`src/rtl/fifo_wr_ctrl.sv`:
```
// Async FIFO write-side controller: binary/Gray write pointer,
// full/almost-full flags, write-side fill level and sticky overflow.
module fifo_wr_ctrl #(
  parameter int ADDR_WIDTH     = 3,
  parameter int ALMOST_FULL_TH = 6
) (
  input  logic                  CLK,
  input  logic                  RST,
  input  logic                  W_INC,
  input  logic [ADDR_WIDTH:0]   R2W_PTR_GRAY,
  input  logic                  OVF_CLR,
  output logic                  W_EN,
  output logic [ADDR_WIDTH-1:0] W_ADDR,
  output logic [ADDR_WIDTH:0]   W_PTR_GRAY,
  output logic                  FULL,
  output logic                  ALMOST_FULL,
  output logic [ADDR_WIDTH:0]   W_LEVEL,
  output logic                  OVERFLOW
);

  localparam int AW = ADDR_WIDTH;
  // Full when write Gray equals read Gray with its two MSBs inverted
  localparam logic [AW:0] TOP2 = (AW+1)'(3) << (AW-1);
  localparam logic [AW:0] AF_TH = (AW+1)'(ALMOST_FULL_TH);

  logic [AW:0] r_wbin;
  logic [AW:0] r_wgray;
  logic        r_full;
  logic        r_af;
  logic [AW:0] r_level;
  logic        r_ovf;

  logic        w_inc_ok;
  logic        w_ovf_set;
  logic [AW:0] w_rbin;
  logic [AW:0] w_wbin_next;
  logic [AW:0] w_wgray_next;
  logic [AW:0] w_level_next;
  logic        w_full_next;
  logic        w_af_next;

  always_comb begin
    w_rbin = '0;
    for (int i = 0; i <= AW; i++) begin
      w_rbin[i] = ^(R2W_PTR_GRAY >> i);
    end
  end

  assign w_inc_ok     = W_INC & ~r_full;
  assign w_ovf_set    = W_INC & r_full;
  assign w_wbin_next  = r_wbin + {{AW{1'b0}}, w_inc_ok};
  assign w_wgray_next = w_wbin_next ^ (w_wbin_next >> 1);
  assign w_level_next = w_wbin_next - w_rbin;
  assign w_full_next  = (w_wgray_next == (R2W_PTR_GRAY ^ TOP2));
  assign w_af_next    = (w_level_next >= AF_TH);

  always_ff @(posedge CLK or negedge RST) begin
    if (!RST) begin
      r_wbin  <= '0;
      r_wgray <= '0;
      r_full  <= 1'b0;
      r_af    <= 1'b0;
      r_level <= '0;
      r_ovf   <= 1'b0;
    end else begin
      r_wbin  <= w_wbin_next;
      r_wgray <= w_wgray_next;
      r_full  <= w_full_next;
      r_af    <= w_af_next;
      r_level <= w_level_next;
      r_ovf   <= w_ovf_set | (r_ovf & ~OVF_CLR);
    end
  end

  assign W_EN        = w_inc_ok;
  assign W_ADDR      = r_wbin[AW-1:0];
  assign W_PTR_GRAY  = r_wgray;
  assign FULL        = r_full;
  assign ALMOST_FULL = r_af;
  assign W_LEVEL     = r_level;
  assign OVERFLOW    = r_ovf;

endmodule

```
`config.mk`:
```
export PLATFORM = sky130hd
export DESIGN_NAME = fifo_wr_ctrl
export DESIGN_NICKNAME = d
export VERILOG_FILES = /design/src/rtl/fifo_wr_ctrl.sv
export SDC_FILE = /design/constraint.sdc
export NUM_CORES = 1
export LEC_CHECK = 0
export ABC_CLOCK_PERIOD_IN_PS = 2000
export CAP_MARGIN = 20
export CORE_ASPECT_RATIO = 1.1
export CORE_MARGIN = 2
export CORE_UTILIZATION = 25
export CTS_BUF_LIST = sky130_fd_sc_hd__clkbuf_4 sky130_fd_sc_hd__clkbuf_8
export DETAILED_ROUTE_END_ITERATION = 7
export DONT_BUFFER_PORTS = 1
export PLACE_DENSITY = 0.47
export SKIP_CTS_REPAIR_TIMING = 1
export SYNTH_ARGS = -nofsm -noshare
export SYNTH_HDL_FRONTEND = slang
export SYNTH_SLANG_ARGS = --single-unit
export TNS_END_PERCENT = 30
```
`constraint.sdc`:
```
create_clock -name CLK -period 2 [get_ports CLK]
set_input_delay 0.4 -clock CLK [delete_from_list [all_inputs] [get_ports CLK]]
set_output_delay 0.4 -clock CLK [all_outputs]
set_load 0.05 [all_outputs]
```
# After elaboration in Yosys (flattened, before gate mapping)
# Cells that the tools add are included.
# classes
order_cmp	1
eq_ne	1
reduce_logical	4
addsub	2
n_bitwise	8
# op_table
op	count
4-bit XOR reduction	4
4-bit by 1-bit adder with 4-bit output	1
4-bit equality test	1
4-bit by 3-bit >= comparator with 1-bit output (second input constant)	1
4-bit subtractor	1
4-bit by 3-bit XOR with 4-bit output	1
1-bit AND	3
1-bit NOT	2
2-bit NOT	1
1-bit bitwise OR	1
# totals
elab_cells	22
inputBits	8
ff_bits	15
output_inout_bits	15

# Logic depth before layout (Yosys ltp)
# Gate-level depths: netlist (run 1).
# depth
depth_word	5
mapped_depth	9
mapped_depth_nobuf	9

# Least setup slack after synthesis (run 1)
# OpenSTA, ideal clock, no wires.
# synth_path
path_kind	register -> register
startpoint	reg r_full, in the netlist FULL
endpoint	reg r_af, in the netlist ALMOST_FULL
required_ns	1.882
path_stages_with_launch	10
slack_ns	-1.169
n_path_buf	0
setup_ns	0.118
period_less_slack_ns	3.169
arrival_ns	3.051
path_cell_list	dfrtp_1 -> nor2b_1 -> ha_1 -> ha_1 -> xor2_2 -> ha_1 -> a21oi_1 -> o21ai_0 -> xor3_1 -> a21o_1
# synth_via
elab_chain_len	5
# synth_lines
item	line	text
start, declared	28	logic r_full;
start signal, assigned	68	r_full <= w_full_next;
1-bit NOT	49	assign w_inc_ok = W_INC & ~r_full;
1-bit AND	49	
named net W_EN	12	output logic W_EN,
4-bit by 1-bit adder with 4-bit output	51	assign w_wbin_next = r_wbin + {{AW{1'b0}}, w_inc_ok};
named net w_wbin_next[2]	36	logic [AW:0] w_wbin_next;
4-bit subtractor	53	assign w_level_next = w_wbin_next - w_rbin;
named net w_level_next[3]	38	logic [AW:0] w_level_next;
4-bit by 3-bit >= comparator with 1-bit output	55	assign w_af_next = (w_level_next >= AF_TH);
named net w_af_next	40	logic w_af_next;
end signal, assigned	69	r_af <= w_af_next;
end, declared	29	logic r_af;
# The timed path passes the listed nets, and every way through them passes these cells.

# Final worst setup path (run 1)
# layout_path
startpoint	reg r_full, in the netlist FULL
endpoint	reg r_af, in the netlist ALMOST_FULL
# layout_via
elab_chain_len	5
# layout_lines
item	line
1-bit NOT	49
1-bit AND	49
4-bit by 1-bit adder with 4-bit output	51
named net w_wbin_next[2]	36
4-bit subtractor	53
named net w_level_next[3]	38
4-bit by 3-bit >= comparator with 1-bit output	55
named net w_af_next	40
# The timed path passes the listed nets, and every way through them passes these cells.

==> results of run 1 <==
cell usage in the layout (no fill, tap or decap):
cell type and count:
a21o_1 1, a21oi_2 1, a22oi_1 1, buf_4 13, clkbuf_4 4, dfrtp_1 13, dfrtp_2 1, dlygate4sd3_1 1
fa_1 1, ha_1 2, ha_4 3, inv_1 7, nand2_1 1, nand2_2 1, nand3_1 2, nand3_2 1
nor2b_4 1, o21ai_0 1, o21ai_2 1, or3_1 2, xnor2_1 5, xor2_1 5, xor2_2 1, xor2_4 1
xor3_1 1
area by class of cell:
cell class / instances / area, µm² / share of cell area (%)
Clock buffer: 4 / 30.0 / 3.25
Timing Repair Buffer: 14 / 108 / 11.7
Tap cell: 31 / 38.8 / 4.20
Inverter: 7 / 26.3 / 2.85
Multi-Input combinational cell: 32 / 369 / 40.0
Sequential cell: 14 / 352 / 38.1
cell families after synthesis:
group,after synthesis,synth area share (%)
simple gates,8,6.81
xor+xnor,13,21.2
flops,14,51.6
fa+ha+maj,6,12.2
compound gates,5,4.42
buf+inv,7,3.87
metal layers:
metal / wire [µm] / vias to the layer above / part of all wire (%) / global-route usage, %
met5: 0 / - / 0 / 0
met1: 552 / 199 / 44 / 12.6
met3: 86 / 2 / 6.8 / 2.54
met2: 603 / 14 / 48 / 13.2
li1: - / 204 / - / -
met4: 22 / 0 / 1.7 / 7.69
registers in the layout, summed over array words and instances, names as in the netlist:
| signal | flops |
|---|---|
| FULL | 1 |
| W_LEVEL | 4 |
| W_PTR_GRAY | 3 |
| ALMOST_FULL | 1 |
| OVERFLOW | 1 |
| r_wbin | 4 |
worst max-delay path: stages (launching register included):
cell     delay (ns)
dfrtp_2        0.44
nor2b_4        0.14
ha_4           0.15
ha_4           0.15
xor2_4         0.18
ha_4           0.23
a21oi_2        0.13
o21ai_2        0.07
xor3_1         0.21
a21o_1         0.16
per-stage QoR:
stage               util (%)  instances  hold WS [ns]  instance area (µm²)  TNS, ns
floorplan                  -         53         0.104                  741   -0.763
global placement        34.5         97         0.105                  877  -0.0662
detailed placement      34.5         97         0.105                  877  -0.0749
CTS                     35.7        101        -0.210                  907  -0.0119
global route            36.3        102         0.192                  923   -0.169
finish                  36.3        102         0.209                  923        0
worst paths after layout:
check	endpoint	depth (start not counted)	slack, ns
max	ALMOST_FULL$_DFF_PN0_	9	0.03
min	OVERFLOW$_DFF_PN0_	1	0.21
max reg2reg	ALMOST_FULL$_DFF_PN0_	9	0.03
min reg2reg	r_wbin[0]$_DFF_PN0_	1	0.61
max in group asynchronous	FULL$_DFF_PN0_	1	0.98
min in group asynchronous	W_PTR_GRAY[2]$_DFF_PN0_	1	0.58
==> run summary, run 1 <==
Post-placement setup slack -> -0.0749 ns
Library cells used by synthesis -> 17
H-tree levels -> 1
Area of the mapped netlist -> 679 µm²
First DRT Iteration DRCs -> 2
Yosys top cell area share -> 51.6%
Clock buffer count from CTS -> 3
Average cell area after synthesis -> 12.8 µm²
Worst R2R Start -> FULL$_DFF_PN0_
Fraction of final layout cells sized beyond drive strength 1 -> 39.4%
Number of nets in the synthesized netlist -> 67
Post-Route WL -> 1270 µm
Standard-cell row count -> 19
Post-detailed-route wirelength per cell -> 12.4 µm
Later-pin clock latency in the skew report -> 0.28 ns
CTS tree -> yes
Vias in the first global route -> 454
Final setup violation count -> 0
Final clock skew -> 0.0104 ns
Max FO, Critical Path -> 3
Clock Path Buffers -> 2
Remaining global-route overflow -> 0
Biggest area consumer among synthesized cells -> dfrtp_1
GR Util All Layers -> 9.67%
Full die area -> 3150 µm²
Number of warnings printed during yosys synthesis -> 0
Category of the worst setup path capture point -> register
Most instantiated library cell after synthesis -> dfrtp_1
Number of flops mapped to enable cells by yosys -> 0
Data arrival, critical path -> 2.14 ns
Quantity of I/O buffers inserted on ports -> 0
Slew of the pin with the lowest slew margin -> 0.636 ns
Timing-limited maximum frequency -> 507 MHz
Hold Path Origin -> OVF_CLR
Core box area -> 2540 µm²
Relative slew slack -> 57.4%
Post-layout min period -> 1.97 ns
Synthesis-to-finish area growth -> 35.9%
Sequential-to-total area share from yosys stat -> 51.6%
Initial Util -> 26.7%
Max Cap Violations -> 0
Last weighted congestion value of the routability-driven placer -> 0.718
Setup repair after global routing missed its margin -> true
Register bit total from synthesis -> 14
Asr flop ratio synth -> 100%
Diodes inserted -> 0
Startpoint class of the critical path -> register
Synth Instances -> 53
Worst endpoint required time -> 2.17 ns
Chip Height -> 58.7 µm
Synth cell count leaders -> dfrtp_1 (14), inv_1 (7), ha_1 (5), xnor2_1 (5), xor2_1 (5)
Clock transition at the registers of the reported paths -> 0.09 ns
Number of top-level design ports -> 23
Ratio of final minimum period to clock period -> 98.6%
Number of slew-limit violations in the final report -> 0
Global-route wire length before repair -> 2060 µm
Crit path setup slack, layout -> 0.0270 ns
Number of antenna violations at the first check in global routing -> 0
Top cells by area in the synthesized netlist -> dfrtp_1 (52%), ha_1 (9.2%), xnor2_1 (6.4%)
X dimension of the die -> 53.7 µm
DRC violation count after routing -> 0
Placed wire-length estimate -> 1020 µm
Largest net degree at the start of global routing -> 15
Overall via count from detail_route -> 419
Launch point of the critical path -> FULL$_DFF_PN0_
Clock Tree Root -> clkbuf_4
Average via count per standard cell -> 4.11
Class of the most critical hold timing path -> in2reg
Nets -> 86
Run status -> complete, no violations
Startpoint-to-endpoint class of the critical path -> reg2reg
Top FF cell, synth -> dfrtp_1
Hold Vio Cnt, Final -> 0
Count of fill cells added during filler insertion -> 260
Antenna viol nets, final -> 0
Number of clock sinks seen by CTS -> 14
Number of iterations in the first detailed-routing pass -> 3
Power of run 1 is not shown: default switching activity piles up to over one toggle a cycle in this logic, so the estimate is an artifact.
==> run 2: changes to the inputs <==
Settings changed: PLACE_DENSITY 0.47 to 0.39.
==> run summary, run 2 (same netlist as run 1, synthesis figures left out) <==
Library cell contributing the largest single delay on the critical path -> dfrtp_2
Clock Path Buffers -> 2
Relative slew slack -> 60.0%
Hold Path Depth -> 1
Critical Path Max Stage Delay -> 0.39 ns
Highest-count cells in the layout ignoring fill and taps -> buf_4 (14), dfrtp_1 (13), inv_1 (7), xnor2_1 (5), xor2_1 (5)
Fraction of final layout cells sized beyond drive strength 1 -> 38.9%
Clock transition at the registers of the reported paths -> 0.08 ns
Diodes inserted -> 0
Worst R2R Start -> FULL$_DFF_PN0_
Post-layout min period -> 1.97 ns
Number of slew-limit violations in the final report -> 0
Worst endpoint required time -> 2.17 ns
Overall via count from detail_route -> 417
Reg-to-reg endpoint -> ALMOST_FULL$_DFF_PN0_
Hold Vio Cnt, Final -> 0
Antenna viol nets, final -> 0
Max FO, Critical Path -> 3
CTS tree -> yes
Remaining global-route overflow -> 0
Average via count per standard cell -> 4.05
Placed wire-length estimate -> 1050 µm
CP Buf/Inv Count -> 0
Later-pin clock latency in the skew report -> 0.27 ns
Last weighted congestion value of the routability-driven placer -> 0.701
Class of the most critical hold timing path -> in2reg
Final setup violation count -> 0
Number of clock sinks seen by CTS -> 14
Core box area -> 2540 µm²
H-tree levels -> 1
GR Util All Layers -> 8.91%
Ratio of final minimum period to clock period -> 98.3%
Most common cell after layout, fill and taps aside -> buf_4
Number of top-level design ports -> 23
Quantity of I/O buffers inserted on ports -> 0
Category of the worst setup path capture point -> register
Hold worst-path end -> OVERFLOW$_DFF_PN0_
DRC violation count after routing -> 0
Post-Route WL -> 1230 µm
Count of fill cells added during filler insertion -> 265
Number of iterations in the first detailed-routing pass -> 2
Summed negative setup slack over all endpoints -> 0 ns
Post-detailed-route wirelength per cell -> 11.9 µm
Length in cells of the worst reg-to-reg path -> 9
First DRT Iteration DRCs -> 2
Hold Path Origin -> OVF_CLR
Clock Tree Root -> clkbuf_4
Data arrival, critical path -> 2.14 ns
Final clock skew -> 0.00252 ns
Library cell appearing most often on the critical path -> ha_4
Category of cells accounting for the largest share of critical-path delay -> adder cells
Standard-cell row count -> 19
Number of antenna violations at the first check in global routing -> 0
Largest net degree at the start of global routing -> 15
Global-route wire length before repair -> 1930 µm
Clock buffer count from CTS -> 3
Worst setup slack for register-to-register paths -> 0.03 ns
X dimension of the die -> 53.7 µm
Full die area -> 3150 µm²
Max Cap Violations -> 0
Nets -> 87
Timing-limited maximum frequency -> 509 MHz
Vias in the first global route -> 414
Critical Path, Cell by Cell -> nor2b_4 > ha_4 > ha_4 > xor2_4 > ha_4 > nand2_1 > o21ai_2 > xor3_1 > a21o_1
Slew of the pin with the lowest slew margin -> 0.598 ns
Initial Util -> 26.7%
Startpoint class of the critical path -> register
Run status -> complete, no violations
Chip Height -> 58.7 µm
Setup repair after global routing missed its margin -> true
Startpoint-to-endpoint class of the critical path -> reg2reg
Synthesis-to-finish area growth -> 37.6%
run 2: cell type report:
class | count | area (µm²) | area share, %
clock buffers | 4 | 36.3 | 3.88
multi-input cells | 32 | 367 | 39.2
well taps | 31 | 38.8 | 4.15
inverters | 7 | 26.3 | 2.81
flip-flops and latches | 14 | 352 | 37.6
repair buffers | 15 | 115 | 12.3
run 2: worst max path at each step:
stage                                  endpoint  cells past startpoint            from
final                     ALMOST_FULL$_DFF_PN0_                      9  FULL$_DFF_PN0_
after global routing      ALMOST_FULL$_DFF_PN0_                      9  FULL$_DFF_PN0_
after CTS                 ALMOST_FULL$_DFF_PN0_                      9  FULL$_DFF_PN0_
after detailed placement  ALMOST_FULL$_DFF_PN0_                      9           W_INC
after global placement    ALMOST_FULL$_DFF_PN0_                      9           W_INC
after floorplan           ALMOST_FULL$_DFF_PN0_                      9  FULL$_DFF_PN0_
run 2: worst reg2reg max path, cell delays in order (launching register included):
cell and delay, ns:
dfrtp_2 0.39, nor2b_4 0.05, ha_4 0.16, ha_4 0.17, xor2_4 0.19, ha_4 0.29
nand2_1 0.06, o21ai_2 0.12, xor3_1 0.27, a21o_1 0.17
run 2: metrics by stage:
| stage | setup WS (ns) | hold slack, ns | area [µm²] | utilization (%) | instances |
|---|---|---|---|---|---|
| floorplan | -0.354 | 0.104 | 741 | - | 53 |
| global placement | -0.114 | 0.105 | 885 | 34.8 | 98 |
| detailed placement | -0.100 | 0.105 | 885 | 34.8 | 98 |
| CTS | -0.0137 | -0.196 | 921 | 36.2 | 102 |
| global route | -0.0609 | 0.217 | 935 | 36.7 | 103 |
| finish | 0.0336 | 0.225 | 935 | 36.7 | 103 |
run 2: routing by layer:
metal	wire [µm]	global-route usage, %	part of all wire, %
met5	0	0	0
met3	102	3.05	8.3
met2	589	13.1	48
met1	508	10.6	41
met4	29	6.59	2.4
Power of run 2 is left out for the same reason.
==> run 3: changes to the inputs <==
Settings changed: ABC_AREA from default to 1, ABC_CLOCK_PERIOD_IN_PS 2000 to 2400, PLACE_DENSITY 0.39 to 0.37, SLEW_MARGIN from default to 20.
Clock period 2 ns to 2.4 ns, I/O delays scaled along.
==> run summary, run 3 <==
Relative slew slack -> 58.0%
Synthesis-to-finish area growth -> 17.9%
Class of the most critical hold timing path -> in2reg
Yosys top cell area share -> 47.4%
Number of warnings printed during yosys synthesis -> 0
Number of standard cells in the layout, taps in and fillers out -> 127
Area of combinational cells with multiple inputs -> 333 µm²
Timing-limited maximum frequency -> 487 MHz
Sequential Area -> 350 µm²
Post-placement setup slack -> 0.151 ns
Worst setup slack for register-to-register paths -> 0.35 ns
Number of nets in the synthesized netlist -> 98
Hold Vio Cnt, Final -> 0
Setup repair after global routing missed its margin -> false
Startpoint-to-endpoint class of the critical path -> reg2reg
Crit path setup slack, layout -> 0.346 ns
Hold Path Origin -> OVF_CLR
Clock buffer count from CTS -> 3
Highest-count cells in the layout ignoring fill and taps -> nand2_1 (23), inv_1 (17), dfrtp_1 (14), nand3_1 (12)
Number of flops mapped to enable cells by yosys -> 0
Remaining global-route overflow -> 0
WHS -> 0.305 ns
Area of the mapped netlist -> 739 µm²
Register bit total from synthesis -> 14
Worst endpoint required time -> 2.61 ns
H-tree levels -> 1
Count of fill cells added during filler insertion -> 315
Full die area -> 3410 µm²
Slew of the pin with the lowest slew margin -> 0.628 ns
GR Util All Layers -> 9.85%
Final setup violation count -> 0
Hold Path Depth -> 1
Ratio of final minimum period to clock period -> 85.6%
Diodes inserted -> 0
Max FO, Critical Path -> 5
Sequential-to-total area share from yosys stat -> 47.4%
Critical Path Max Stage Delay -> 0.45 ns
Hold worst-path end -> OVERFLOW$_DFF_PN0_
Clock Path Buffers -> 2
Synth cell count leaders -> nand2_1 (23), inv_1 (17), dfrtp_1 (14)
Top cells by area in the synthesized netlist -> dfrtp_1 (47%), nand2_1 (12%), inv_1 (8.6%)
Antenna viol nets, final -> 0
X dimension of the die -> 55.9 µm
Run status -> complete, no violations
Nets -> 109
Data arrival, critical path -> 2.27 ns
Reg-to-reg endpoint -> ALMOST_FULL$_DFF_PN0_
Post-Route WL -> 1450 µm
Post-layout min period -> 2.05 ns
Vias in the first global route -> 522
# placed instances -> 122
Standard-cell row count -> 20
Average via count per standard cell -> 4.28
Clock Tree Root -> clkbuf_4
Number of clock sinks seen by CTS -> 14
Library cell appearing most often on the critical path -> ha_1
Final clock skew -> 0.000795 ns
Last weighted congestion value of the routability-driven placer -> 0.811
Core box area -> 2800 µm²
Startpoint class of the critical path -> register
Asr flop ratio synth -> 100%
Average cell area after synthesis -> 8.80 µm²
Synth Instances -> 84
Library cell contributing the largest single delay on the critical path -> fa_1
Chip Height -> 61.0 µm
Max Cap Violations -> 0
Summed negative setup slack over all endpoints -> 0 ns
Top FF cell, synth -> dfrtp_1
CTS tree -> yes
Overall via count from detail_route -> 543
Most common cell after layout, fill and taps aside -> nand2_1
First DRT Iteration DRCs -> 11
Quantity of I/O buffers inserted on ports -> 0
Worst R2R Start -> FULL$_DFF_PN0_
Placed wire-length estimate -> 1240 µm
Length in cells of the worst reg-to-reg path -> 8
Fraction of final layout cells sized beyond drive strength 1 -> 13.8%
Largest net degree at the start of global routing -> 15
Post-detailed-route wirelength per cell -> 11.4 µm
Most instantiated library cell after synthesis -> nand2_1
Category of the worst setup path capture point -> register
Clock transition at the registers of the reported paths -> 0.08 ns
Later-pin clock latency in the skew report -> 0.27 ns
Number of top-level design ports -> 23
Biggest area consumer among synthesized cells -> dfrtp_1
Initial Util -> 26.4%
Number of antenna violations at the first check in global routing -> 0
DRC violation count after routing -> 0
Critical Path, Cell by Cell -> nor2_4 > ha_1 > ha_1 > inv_1 > fa_1 > xnor2_1 > nand2_1 > nand3_1
Number of slew-limit violations in the final report -> 0
Library cells used by synthesis -> 16
Global-route wire length before repair -> 2370 µm
Number of iterations in the first detailed-routing pass -> 4
-- run 3: cell count changes after synthesis, sizes merged, moves of 2 or more --
cell and delta:
xnor2 -3, xor2 -4, nor2 +2, or3 -2
nand3 +9, nand2 +22, inv +10
-- run 3: cell families (layout without fill, tap and decap cells) --
group                    Yosys count  count (layout)  synth area share [%]
AO/OA/AOI/OAI                      3               3                  2.37
XOR/XNOR                           5               5                  7.95
adder cells (fa/ha/maj)            6               6                  11.2
buffers and inverters             17              27                  8.63
flip-flops                        14              14                  47.4
AND/OR/NAND/NOR                   39              39                  22.5
-- run 3: worst max-delay path, delay by kind of cell (launching register included) --
family                     cells  cell delay (ns)
xor gates and xnor gates       1             0.20
buffers and inverters          1             0.13
DFF                            1             0.40
and+or+nand+nor                3             0.20
adders and majority gates      3             1.07
-- run 3: layout make-up --
type                       count  area share, %
inverter                      17           7.32
timing repair buffer           6           5.45
sequential                    14           40.2
multi-input combinational     53           38.2
clock buffer                   4           4.16
tap                           33           4.73
-- run 3: how the worst max path moves through the flow --
stage	startpoint	endpoint	slack, ns	depth (start not counted)
global route	FULL$_DFF_PN0_	ALMOST_FULL$_DFF_PN0_	0.12	11
finish	FULL$_DFF_PN0_	ALMOST_FULL$_DFF_PN0_	0.35	8
floorplan	FULL$_DFF_PN0_	ALMOST_FULL$_DFF_PN0_	0.002	11
detailed placement	W_INC	ALMOST_FULL$_DFF_PN0_	0.15	9
CTS	FULL$_DFF_PN0_	ALMOST_FULL$_DFF_PN0_	0.29	8
global placement	W_INC	ALMOST_FULL$_DFF_PN0_	0.15	9
-- run 3: stage by stage --
stage	util [%]	area, µm²
finish	31.1	872
detailed placement	29.5	826
floorplan	-	747
global placement	29.5	826
CTS	30.8	862
global route	31.1	872
-- run 3: per-layer routing --
metal,GRT usage (%),vias up,share of wire (%)
met5,0,-,0
met2,14.8,16,47
met3,3.36,2,7.0
met1,11.6,245,44
met4,8.16,0,1.9
li1,-,280,-
Power of run 3 is left out for the same reason.
